### src/rtl/dram_wr_arbiter.sv
// Two-requester round-robin arbiter that serializes whole write bursts onto one DRAM data/command port pair.
// Optional burst statistics counters are built only when DWARB_STATS_EN is defined.
module dram_wr_arbiter (
  input  logic        clk,
  input  logic        rst,
  input  logic [1:0]  s_ctrl_valid,
  input  logic [79:0] s_ctrl,
  output logic [1:0]  s_ctrl_ready,
  input  logic [1:0]  s_data_valid,
  input  logic [71:0] s_data,
  output logic [1:0]  s_data_ready,
  output logic [35:0] data_in,
  output logic        data_we,
  input  logic        dn_data_ready,
  output logic [39:0] ctrl_in,
  output logic        ctrl_we,
  input  logic        dn_ctrl_ready,
  output logic [1:0]  grant,
  output logic        busy,
  output logic [15:0] stat_bursts0,
  output logic [15:0] stat_bursts1
);
  typedef enum logic [1:0] {IDLE, DATA, CTRL, DONE} state_t;

  state_t      state;
  logic        last_grant;
  logic [39:0] cmd;
  logic [8:0]  cnt;
  logic        win;
  logic [39:0] win_cmd;
  logic [35:0] word;
  logic        beat;

  // On a tie the requester that did not own the previous burst wins
  assign win     = (&s_ctrl_valid) ? ~last_grant : s_ctrl_valid[1];
  assign win_cmd = win ? s_ctrl[79:40] : s_ctrl[39:0];
  assign word    = grant[1] ? s_data[71:36] : s_data[35:0];

  // Pop strobes are gated by rst so every output reads 0 the instant reset rises
  assign s_ctrl_ready = (!rst && state == IDLE && |s_ctrl_valid) ? (win ? 2'b10 : 2'b01) : 2'b00;
  assign s_data_ready = (!rst && state == DATA && dn_data_ready) ? grant : 2'b00;
  assign beat         = |(s_data_ready & s_data_valid);
  assign busy         = (state != IDLE);

  always_ff @(posedge clk or posedge rst) begin
    if (rst) begin
      state      <= IDLE;
      last_grant <= 1'b1;
      grant      <= 2'b00;
      cmd        <= '0;
      cnt        <= '0;
      data_in    <= '0;
      data_we    <= 1'b0;
      ctrl_in    <= '0;
      ctrl_we    <= 1'b0;
    end else begin
      data_we <= 1'b0;
      ctrl_we <= 1'b0;
      case (state)
        IDLE: if (|s_ctrl_valid) begin
          cmd   <= win_cmd;
          // len==0 encodes a 256-word burst
          cnt   <= {win_cmd[39:32] == 8'd0, win_cmd[39:32]};
          grant <= win ? 2'b10 : 2'b01;
          state <= DATA;
        end
        DATA: if (beat) begin
          data_in <= word;
          data_we <= 1'b1;
          cnt     <= cnt - 9'd1;
          if (cnt == 9'd1) state <= CTRL;
        end
        CTRL: if (dn_ctrl_ready) begin
          ctrl_in <= cmd;
          ctrl_we <= 1'b1;
          state   <= DONE;
        end
        DONE: begin
          last_grant <= grant[1];
          grant      <= 2'b00;
          state      <= IDLE;
        end
        default: state <= IDLE;
      endcase
    end
  end

`ifdef DWARB_STATS_EN
  always_ff @(posedge clk or posedge rst) begin
    if (rst) begin
      stat_bursts0 <= '0;
      stat_bursts1 <= '0;
    end else if (state == DONE) begin
      if (grant[0] && stat_bursts0 != 16'hFFFF) stat_bursts0 <= stat_bursts0 + 16'd1;
      if (grant[1] && stat_bursts1 != 16'hFFFF) stat_bursts1 <= stat_bursts1 + 16'd1;
    end
  end
`else
  assign stat_bursts0 = 16'h0000;
  assign stat_bursts1 = 16'h0000;
`endif

endmodule

### config.mk
export PLATFORM = sky130hd
export DESIGN_NAME = dram_wr_arbiter
export DESIGN_NICKNAME = d
export VERILOG_FILES = /design/src/rtl/dram_wr_arbiter.sv
export SDC_FILE = /design/constraint.sdc
export NUM_CORES = 1
export LEC_CHECK = 0
export ABC_CLOCK_PERIOD_IN_PS = 11200
export CAP_MARGIN = 20
export CORE_ASPECT_RATIO = 0.6
export CORE_UTILIZATION = 46
export DETAILED_ROUTE_END_ITERATION = 12
export PLACE_DENSITY = 0.91
export SLEW_MARGIN = 10
export SYNTH_ARGS = -nofsm -noshare
export SYNTH_HDL_FRONTEND = slang
export SYNTH_SLANG_ARGS = --single-unit
### constraint.sdc
create_clock -name clk -period 11.2 [get_ports clk]
set_input_delay 2.24 -clock clk [delete_from_list [all_inputs] [get_ports clk]]
set_output_delay 2.24 -clock clk [all_outputs]
set_load 0.01 [all_outputs]
==> run metrics <==
outcome finished, violations left; failing checks DRC; Tot GR Track Use 24.8%; Routed WL per cell 17.1 um; dpl hpwl 12100 um; die area 14000 um2; port bufs 244; Top Usage Layer GRT met2; total core area 13000 um2; fin. max-slew vios 0; Most common cell on crit path clkdlybuf4s50_1; max_cap viols 0; met2 Track Usage GR 41.6%; Sinks on Clock Net 132; WS Path Type input port to primary output; Post-DP Area 8680 um2; cell chain of the critical path clkdlybuf4s50_1 > a21boi_4 > buf_4 > and3_1 > clkdlybuf4s50_1; Iteration-0 DRC Markers 280; layout cells sized above 1 6.83%; Pwr Density 258 nW/um2; # DRC 19; first-pass GRT wire length 27100 um; Antenna diodes 0; initial antenna violation count 0; unrepaired setup endpoints after global routing no; CP max FO 46; Max stage delay cell, worst path clkdlybuf4s50_1; GRT Residual Overflow 0; CTS H-tree lvls 4; Cell Area, Synth 6220 um2; fin area 9310 um2; critical path arrival 4.29 ns; slew margin rel. 34.7%; Tcrit/Tclk final 58.3%; delay-heaviest family, CP buffers and inverters; largest buffer count on any clock path 2; num rows 32; CTS tree done; final WL 16900 um; HP Class flop to flop; post-synth cell types 50; Setup crit end kind primary output; CP Data Required Time around 9 ns; Syn Inst Count 576; Worst Tran Pin Value 0.979 ns; worst setup margin 4.67 ns; Die H slightly above 90 um; warnings from Yosys 0; M3 GR Usage around 8%; initial core utilization 47.8%; clock latency at the later pin of the worst-skew pair slightly above 0.4 ns; vias after detailed routing ~5.2k; setup TNS 0 ns; min Tclk post-route roughly 6.5 ns; sequential share of the synthesized area 53.1%; Area Overhead vs Synth 49.5%; largest net degree at the start of global routing 80; Vias per Instance 5.24; leak pwr 3.97 nW; Antenna Violating Nets Remaining 0; Peak supply drop 0.000142 V; fin nets 973; Die W approximately 150 um; CTS Buf Count 17; number of global-route vias before repair 5236; clock root buffer clkbuf_16; drt pass-1 iters 11; Worst Skew roughly 0.011 ns; Buffers & Inverters on Critical Path 3; CTS Hold Bufs 0; dpl ws 4.67 ns; routing usage on met1 31.2%; Final Setup Violations 0; Top FF cell, synth dfrtp_1; Syn Area/Cell roughly 11 um2; Async S/R FF share, synth 100%; gp weighted congestion 0.914; CTS resizes 0; Setup Buffers After CTS 0; endpoints failing hold 0; R2R Setup Slk between 8 and 9 ns; Slowest Stage Delay on Critical Path 0.61 ns; FF+latch count, synth 132; num ports between 200 and 300; startpoint types input port; Max Clk Rate 153 MHz; clk slew on worst S/H paths 0.06 ns; Post-synth EDFFs 0
path summary, 6_finish.rpt:
path,startpoint,cells after the start,end
max,s_ctrl_valid[1],5,s_ctrl_ready[1]
min,cmd[7]$_DFFE_PP0P_,1,ctrl_in[7]$_DFFE_PP0P_
max reg2reg,state[1]$_DFFE_PP0P_,6,cnt[1]$_DFFE_PP0P_
min reg2reg,cmd[7]$_DFFE_PP0P_,1,ctrl_in[7]$_DFFE_PP0P_
max in group asynchronous,rst,3,ctrl_in[38]$_DFFE_PP0P_
min in group asynchronous,rst,2,cmd[34]$_DFFE_PP0P_
area by class of cell:
class / instances / area (um2)
clock buffers: 18 / 429
multi-input cells: 394 / 2630
well taps: 170 / 213
fillers: 966 / 3710
inverters: 10 / 42.5
clock inverters: 14 / 168
flip-flops and latches: 132 / 3310
repair buffers: 252 / 2520
cells by family after synthesis:
kind of cell             after synthesis  synth area share (%)
multiplexers                          88                  15.1
flip-flops                           132                  53.1
buffers and inverters                 81                  7.16
adder cells (fa/ha/maj)                6                  1.21
AO/OA/AOI/OAI                        145                  14.2
AND/OR/NAND/NOR                      123                  9.13
other                                  1                0.0602
cell usage in the layout, fill, tap and decap left out, drive strengths merged, types with 2 or more instances in the layout:
| cell type | n |
|---|---|
| a22o | 4 |
| inv | 17 |
| or3b | 2 |
| ha | 6 |
| nor2 | 43 |
| nor3b | 2 |
| nand3 | 6 |
| conb | 32 |
| a31oi | 3 |
| mux2i | 42 |
| bufinv | 2 |
| nor4 | 2 |
| clkinvlp | 4 |
| a22oi | 35 |
| o21ai | 47 |
| nand2 | 44 |
| dfrtp | 131 |
| nor3 | 5 |
| and3 | 4 |
| o22ai | 2 |
| o31ai | 2 |
| nor2b | 2 |
| a21oi | 41 |
| o211ai | 2 |
| nand2b | 4 |
| clkbuf | 18 |
| nand4 | 2 |
| or4 | 3 |
| clkdlybuf4s50 | 244 |
| buf | 8 |
| mux2 | 46 |
per-layer routing:
layer / wire length (um) / share of wire [%]
met1: 6960 / 41
met2: 8210 / 49
met3: 1610 / 9.5
met4: 95 / 0.56
met5: 0 / 0
through the flow:
stage | std cells | hold slack, ns | power [mW] | util [%]
floorplan | 607 | 0.448 | 1.35 | -
global placement | 957 | 0.463 | 1.80 | 66.7
detailed placement | 957 | 0.469 | 1.84 | 66.7
CTS | 989 | 0.478 | 2.41 | 71.3
global route | 990 | 0.493 | 2.55 | 71.5
finish | 990 | 0.478 | 2.40 | 71.5
state kept, by name, indices dropped and copies added (netlist names):
signal,cells
cmd,40
last_grant,1
ctrl_we,1
data_in,36
ctrl_in,40
grant,2
cnt,9
state,2
data_we,1
cell usage after synthesis (5+ instances only):
| library cell | number | area [um2] |
|---|---|---|
| ha_1 | 6 | 75.1 |
| nand3_1 | 6 | 30.0 |
| clkbuf_1 | 13 | 48.8 |
| a22oi_1 | 35 | 263 |
| buf_4 | 33 | 248 |
| o21ai_1 | 45 | 225 |
| buf_1 | 11 | 41.3 |
| a21oi_1 | 41 | 205 |
| dfrtp_1 | 131 | 3280 |
| mux2_1 | 42 | 473 |
| mux2i_1 | 42 | 420 |
| nand2_1 | 44 | 165 |
| buf_2 | 14 | 70.1 |
| inv_1 | 8 | 30.0 |
| nor3_1 | 5 | 25.0 |
| nor2_1 | 43 | 161 |
report_power, final:
group          internal, mW  switching (mW)  leakage, nW
registers             0.708           0.136         1.62
clock network         0.335           0.225        0.280
logic                 0.520           0.475         2.07
total                  1.56           0.837         3.97
(Power assumes the default switching activity.)
